===== config.mk =====
export PLATFORM = sky130hd
export DESIGN_NAME = fp_normalize_round_pipe
export DESIGN_NICKNAME = d
export VERILOG_FILES = /design/src/rtl/fp_normalize_round_pipe.sv
export SDC_FILE = /design/constraint.sdc
export NUM_CORES = 1
export LEC_CHECK = 0
export ABC_AREA = 0
export CELL_PAD_IN_SITES_DETAIL_PLACEMENT = 0
export CELL_PAD_IN_SITES_GLOBAL_PLACEMENT = 1
export CORE_MARGIN = 3
export CORE_UTILIZATION = 43
export CTS_CLUSTER_DIAMETER = 80
export DETAILED_ROUTE_END_ITERATION = 8
export GPL_ROUTABILITY_DRIVEN = 0
export PLACE_DENSITY_LB_ADDON = 0.1
export SLEW_MARGIN = 20
export SYNTH_ARGS = -nofsm -noshare
export SYNTH_HDL_FRONTEND = slang
export SYNTH_SLANG_ARGS = --single-unit
export TNS_END_PERCENT = 50

===== constraint.sdc =====
create_clock -name clk -period 4.7 [get_ports clk]
set_input_delay 0.94 -clock clk [delete_from_list [all_inputs] [get_ports clk]]
set_output_delay 0.94 -clock clk [all_outputs]
set_load 0.02 [all_outputs]

===== src/rtl/fp_normalize_round_pipe.sv =====
// Two-stage normalise/round pipeline for the FP adder result path.
// S1 normalises the raw significand, S2 rounds and holds the output.
module fp_normalize_round_pipe #(
    parameter int EXP_W = 8,
    parameter int MAN_W = 23
) (
    input  logic             clk,
    input  logic             reset,
    input  logic             in_valid,
    output logic             in_ready,
    input  logic             in_sign,
    input  logic [EXP_W-1:0] in_exp,
    input  logic [MAN_W+3:0] in_mant,
    input  logic             in_sticky,
    input  logic [1:0]       in_rmode,
    output logic             out_valid,
    input  logic             out_ready,
    output logic             out_sign,
    output logic [EXP_W-1:0] out_exp,
    output logic [MAN_W-1:0] out_frac,
    output logic             out_zero,
    output logic             out_overflow,
    output logic             out_underflow,
    output logic             out_inexact
);

    localparam int XW  = EXP_W + 2;
    localparam int NW  = MAN_W + 3;
    localparam int LZW = $clog2(NW + 1);

    localparam logic [EXP_W:0] EMAX = {1'b0, {EXP_W{1'b1}}};

    localparam logic [1:0] RM_RNE = 2'b00;
    localparam logic [1:0] RM_RTZ = 2'b01;
    localparam logic [1:0] RM_RUP = 2'b10;
    localparam logic [1:0] RM_RDN = 2'b11;

    // Leading-zero count; the highest set bit is the last one the loop sees.
    function automatic logic [LZW-1:0] f_lzc(input logic [NW-1:0] v);
        logic [LZW-1:0] n;
        n = LZW'(NW);
        for (int i = 0; i < NW; i++) begin
            if (v[i]) n = LZW'(NW - 1 - i);
        end
        return n;
    endfunction

    logic             r_s1_valid;
    logic             r_s1_sign;
    logic [EXP_W:0]   r_s1_exp;
    logic [MAN_W-1:0] r_s1_frac;
    logic             r_s1_g;
    logic             r_s1_r;
    logic             r_s1_s;
    logic             r_s1_zero;
    logic             r_s1_uf;
    logic [1:0]       r_s1_rmode;

    logic             r_out_valid;
    logic             r_out_sign;
    logic [EXP_W-1:0] r_out_exp;
    logic [MAN_W-1:0] r_out_frac;
    logic             r_out_zero;
    logic             r_out_ovf;
    logic             r_out_uf;
    logic             r_out_inex;

    logic w_s2_load;

    assign w_s2_load = !r_out_valid || out_ready;
    assign in_ready  = !r_s1_valid || w_s2_load;

    logic             w_carry;
    logic [NW-1:0]    w_m;
    logic [NW-1:0]    w_shl;
    logic [LZW-1:0]   w_lz;
    logic [XW-1:0]    w_exp_n;
    logic [MAN_W-1:0] w_frac_n;
    logic             w_g_n;
    logic             w_r_n;
    logic             w_s_n;
    logic             w_in_zero;
    logic             w_flush;

    // S1: align the significand so the hidden bit is set, track the exponent.
    always_comb begin
        w_carry   = in_mant[MAN_W+3];
        w_m       = in_mant[NW-1:0];
        w_lz      = f_lzc(w_m);
        w_shl     = w_m << w_lz;
        w_in_zero = (in_mant == '0) && !in_sticky;
        if (w_carry) begin
            w_exp_n  = {2'b00, in_exp} + XW'(1);
            w_frac_n = in_mant[MAN_W+2:3];
            w_g_n    = in_mant[2];
            w_r_n    = in_mant[1];
            w_s_n    = in_mant[0] | in_sticky;
        end else begin
            w_exp_n  = {2'b00, in_exp} - XW'(w_lz);
            w_frac_n = w_shl[NW-2:2];
            w_g_n    = w_shl[1];
            w_r_n    = w_shl[0];
            w_s_n    = in_sticky;
        end
        // Sticky-only residue has no hidden bit to normalise to: flush it.
        w_flush = !w_in_zero &&
                  (w_exp_n[XW-1] || (w_exp_n == '0) ||
                   (in_exp == '0) ||
                   (!w_carry && !w_shl[NW-1]));
    end

    // S1 register: capture the normalised beat when the stage can advance.
    always_ff @(posedge clk or posedge reset) begin
        if (reset) begin
            r_s1_valid <= 1'b0;
            r_s1_sign  <= 1'b0;
            r_s1_exp   <= '0;
            r_s1_frac  <= '0;
            r_s1_g     <= 1'b0;
            r_s1_r     <= 1'b0;
            r_s1_s     <= 1'b0;
            r_s1_zero  <= 1'b0;
            r_s1_uf    <= 1'b0;
            r_s1_rmode <= RM_RNE;
        end else if (in_ready) begin
            r_s1_valid <= in_valid;
            if (in_valid) begin
                r_s1_sign  <= in_sign;
                r_s1_rmode <= in_rmode;
                r_s1_zero  <= w_in_zero || w_flush;
                r_s1_uf    <= w_flush;
                if (w_in_zero || w_flush) begin
                    r_s1_exp  <= '0;
                    r_s1_frac <= '0;
                    r_s1_g    <= 1'b0;
                    r_s1_r    <= 1'b0;
                    r_s1_s    <= 1'b0;
                end else begin
                    r_s1_exp  <= w_exp_n[EXP_W:0];
                    r_s1_frac <= w_frac_n;
                    r_s1_g    <= w_g_n;
                    r_s1_r    <= w_r_n;
                    r_s1_s    <= w_s_n;
                end
            end
        end
    end

    logic             w_inc;
    logic             w_inc_rne;
    logic             w_cy_rne;
    logic             w_grs;
    logic             w_away;
    logic             w_ovf;
    logic [MAN_W:0]   w_sum;
    logic [EXP_W:0]   w_exp_chk;
    logic             w_o_sign;
    logic [EXP_W-1:0] w_o_exp;
    logic [MAN_W-1:0] w_o_frac;
    logic             w_o_zero;
    logic             w_o_ovf;
    logic             w_o_uf;
    logic             w_o_inex;

    // S2: rounding increment, overflow saturation and flag generation.
    always_comb begin
        w_grs     = r_s1_g | r_s1_r | r_s1_s;
        w_inc_rne = r_s1_g & (r_s1_r | r_s1_s | r_s1_frac[0]);
        w_inc     = 1'b0;
        unique case (r_s1_rmode)
            RM_RNE: w_inc = w_inc_rne;
            RM_RTZ: w_inc = 1'b0;
            RM_RUP: w_inc = !r_s1_sign && w_grs;
            RM_RDN: w_inc = r_s1_sign && w_grs;
            default: w_inc = 1'b0;
        endcase
        w_sum    = {1'b0, r_s1_frac} + {{MAN_W{1'b0}}, w_inc};
        w_cy_rne = w_inc_rne & (&r_s1_frac);
        // Overflow is judged on the nearest-rounded magnitude as well, so
        // truncating modes still report it and saturate to max finite.
        w_exp_chk = r_s1_exp +
                    {{EXP_W{1'b0}}, (w_sum[MAN_W] | w_cy_rne)};
        w_ovf  = (w_exp_chk >= EMAX);
        w_away = (r_s1_rmode == RM_RNE) ||
                 ((r_s1_rmode == RM_RUP) && !r_s1_sign) ||
                 ((r_s1_rmode == RM_RDN) && r_s1_sign);

        w_o_sign = r_s1_sign;
        w_o_zero = 1'b0;
        w_o_ovf  = 1'b0;
        w_o_uf   = 1'b0;
        w_o_exp  = r_s1_exp[EXP_W-1:0] + EXP_W'(w_sum[MAN_W]);
        w_o_frac = w_sum[MAN_W-1:0];
        w_o_inex = w_grs;
        if (r_s1_zero) begin
            w_o_zero = 1'b1;
            w_o_uf   = r_s1_uf;
            w_o_inex = r_s1_uf;
            w_o_exp  = '0;
            w_o_frac = '0;
        end else if (w_ovf) begin
            w_o_ovf  = 1'b1;
            w_o_inex = 1'b1;
            if (w_away) begin
                w_o_exp  = '1;
                w_o_frac = '0;
            end else begin
                w_o_exp  = {{(EXP_W-1){1'b1}}, 1'b0};
                w_o_frac = '1;
            end
        end
    end

    // S2 register: output fields update only when a new beat moves in.
    always_ff @(posedge clk or posedge reset) begin
        if (reset) begin
            r_out_valid <= 1'b0;
            r_out_sign  <= 1'b0;
            r_out_exp   <= '0;
            r_out_frac  <= '0;
            r_out_zero  <= 1'b0;
            r_out_ovf   <= 1'b0;
            r_out_uf    <= 1'b0;
            r_out_inex  <= 1'b0;
        end else if (w_s2_load) begin
            r_out_valid <= r_s1_valid;
            if (r_s1_valid) begin
                r_out_sign <= w_o_sign;
                r_out_exp  <= w_o_exp;
                r_out_frac <= w_o_frac;
                r_out_zero <= w_o_zero;
                r_out_ovf  <= w_o_ovf;
                r_out_uf   <= w_o_uf;
                r_out_inex <= w_o_inex;
            end
        end
    end

    assign out_valid     = r_out_valid;
    assign out_sign      = r_out_sign;
    assign out_exp       = r_out_exp;
    assign out_frac      = r_out_frac;
    assign out_zero      = r_out_zero;
    assign out_overflow  = r_out_ovf;
    assign out_underflow = r_out_uf;
    assign out_inexact   = r_out_inex;

endmodule


==> results.tsv <==
metric	value	unit
status	complete, no violations	
register area	1950	um^2
Syn Std Cell Area	6030	um^2
Seq pwr share	0.384	
Max Fanout on Critical Path	7	
Num Clock Sinks	78	
layout cells sized above 1	0.192	
CTS tree	yes	
fin crit share	0.988	
Hold Vio Cnt, Final	0	
Power Density	300	nW/um^2
post-DR vias/cell	5.93	
Crit path required time	4.92	ns
vias in the first global route	5639	
post-synthesis mux area share	0.0853	
Skew-Pair Late Insertion Delay	0.33	ns
global-route usage over all layers	0.228	
vias	5944	
Tightest Pin Transition	0.672	ns
Max-Cap Viols	0	
Mapped Nets	743	
peak supply drop	0.141	mV
Syn Area/Cell	8.80	um^2
Synth cell types	89	
ranking of synthesized cells by area	dfrtp_1, nand2_1, a22o_1	
antenna violations before repair	0	
Post-Synth Simple-Gate Area	0.203	
register area share after synthesis	0.324	
Worst setup EP type	flop	
DIE AREA	15500	um^2
Net Sw Power	800	uW
Post-route DRC	0	
Die Y	124	um
fmax	0.215	GHz
Syn Inst Count	685	
number of synthesis warnings	0	
core area	13500	um^2
first-pass GRT wire length	29400	um
leakage power	0.00338	uW
I/O pins	81	
Fillers	1239	
# setup viols final	0	
Area Growth Syn to Fin	30.6	%
Synth Area in Adders	0.0324	
routed wire length	18300	um
CTS HTree Levels	3	
Final Max Slew Viols	0	
per-cell routed wire length	18.3	um
power share of the clock group	0.262	
leading post-synthesis cells by instance count	dfrtp_1, nand2_1, nor2_1	
unrepaired setup endpoints after global routing	true	
flop and latch count out of synthesis	78	
clk root buf	clkbuf_16	
Critical Path AT	4.86	ns
I/O Buffers	80	
Hold Crit Class	flop to flop	
Max Buffers Root-to-Sink	2	
hold buffers post-CTS	0	
ANT nets after route	0	
sw frac	0.339	
Inserted Diodes	0	
TritonCTS buffer count	9	
post-synthesis compound-gate area fraction	0.272	
Final Critical Period	4.64	ns
Synth top area share	0.324	
grt ovf	0	
xor/xnor share of the synthesized area	0.0363	
initial core utilization	0.448	
commonest register cell after synthesis	dfrtp_1	
DR pass1 iterations	6	
CP Class	primary input to flop	
placed cell areas	7450	um^2
post-synth top area cell	dfrtp_1	
largest net degree at the start of global routing	48	
num rows	42	
Async SR Flop Fraction	1.00	
nets	879	
Clk pin slew, worst setup/hold paths	0.06	ns
number of DRC markers in iteration 0	604	
Die W	124	um
area taken by multi-input logic gates	3900	um^2
DPL Wire Length	14200	um
CP Launch Type	primary input	
Power, Total	2360	uW
Layout Skew	0.00743	ns
relative slew slack	0.551	
combinational cell fraction of total power	0.354	
largest family of logic cells by synthesized area	compound AO/OA/AOI/OAI gates	
post-route cell area	7870	um^2
Post-synth EDFFs	0	
Cell Int Power	1560	uW
[sequential cells by signal, summed over array words and instances, names as in the netlist, 2 cells and up]
register	flops
out_frac	23
r_s1_rmode	2
out_exp	8
r_s1_exp	9
r_s1_frac	23
[cell families after synthesis]
kind of cell	Yosys count
simple gates	242
xor+xnor	25
compound gates	218
flops	78
mux	46
buf+inv	61
fa+ha+maj	15
[power by group through the flow]
| stage | logic [uW] | registers [uW] | clock network (uW) |
|---|---|---|---|
| after floorplan | 420 | 960 | 0 |
| after global placement | 804 | 909 | 0 |
| after detailed placement | 813 | 917 | 0 |
| after CTS | 817 | 906 | 633 |
| after global routing | 908 | 927 | 662 |
| final | 837 | 907 | 619 |
[timing repair]
item | in CTS | in global routing
pin swaps | 0 | 10
resized for setup | 1 | 21
endpoints found under the setup margin | 3 | 30
buffers inserted | 0 | 6
[routing by layer]
layer / up-vias / global-route usage / share of wire
met1: 2837 / 0.330 / 0.47
met5: - / 0 / 0
met2: 218 / 0.359 / 0.46
met3: 18 / 0.0253 / 0.054
li1: 2871 / - / -
met4: 0 / 0.0703 / 0.015
[final timing paths]
path / from / end / slack [ns] / cells after the start
worst max-delay path: in_mant[11] / r_s1_frac[17]$_DFFE_PP0P_ / 0.06 / 17
max in group asynchronous: reset / out_frac[10]$_DFFE_PP0P_ / 2.62 / 3
worst max register to register: r_s1_rmode[1]$_DFFE_PP0P_ / out_frac[8]$_DFFE_PP0P_ / 0.73 / 20
worst min-delay path: out_exp[4]$_DFFE_PP0P_ / out_exp[4]$_DFFE_PP0P_ / 0.47 / 1
min in group asynchronous: reset / out_frac[14]$_DFFE_PP0P_ / 1.03 / 2
worst min register to register: out_exp[4]$_DFFE_PP0P_ / out_exp[4]$_DFFE_PP0P_ / 0.47 / 1
[cell type report]
cell class,instances,share of cell area
multi-input combinational,546,0.496
tap,176,0.0280
inverter,22,0.0118
sequential,78,0.248
clock inverter,5,0.00318
timing repair buffer,164,0.183
clock buffer,11,0.0308
[metrics by stage]
step	utilization	worst slack (ns)	hold WS, ns	setup TNS (ns)	instances
finish	0.585	0.0571	0.475	0	1002
global route	0.585	-0.0668	0.499	-0.411	1002
CTS	0.574	0.0311	0.479	0	996
detailed placement	0.554	-0.370	0.467	-8.49	980
global placement	0.554	-0.306	0.461	-6.53	980
floorplan	-	0.0995	0.457	0	685
[worst max-delay path: stages]
cell,delay (ns)
clkdlybuf4s50_1,0.42
or3_4,0.40
a221oi_4,0.24
o41ai_4,0.16
a21oi_4,0.21
ha_2,0.20
inv_1,0.05
fa_2,0.41
xnor2_1,0.15
mux2i_1,0.12
nor4bb_1,0.34
o211ai_1,0.15
a2111o_1,0.39
and3_4,0.23
buf_4,0.14
buf_4,0.13
a32o_1,0.21
[cell usage in the layout (no fill, tap or decap), drive strengths merged, types with 13 or more instances in the layout]
| master | count |
|---|---|
| buf | 84 |
| nand2 | 80 |
| clkdlybuf4s50 | 79 |
| dfrtp | 78 |
| nor2 | 50 |
| o21ai | 45 |
| a22o | 31 |
| mux2i | 31 |
| nand3 | 24 |
| a21oi | 24 |
| inv | 22 |
| nor3 | 15 |
| xnor2 | 14 |
| a22oi | 14 |
| ha | 14 |
| mux2 | 14 |
| a211oi | 13 |
Power figures use the tool's default switching activity.
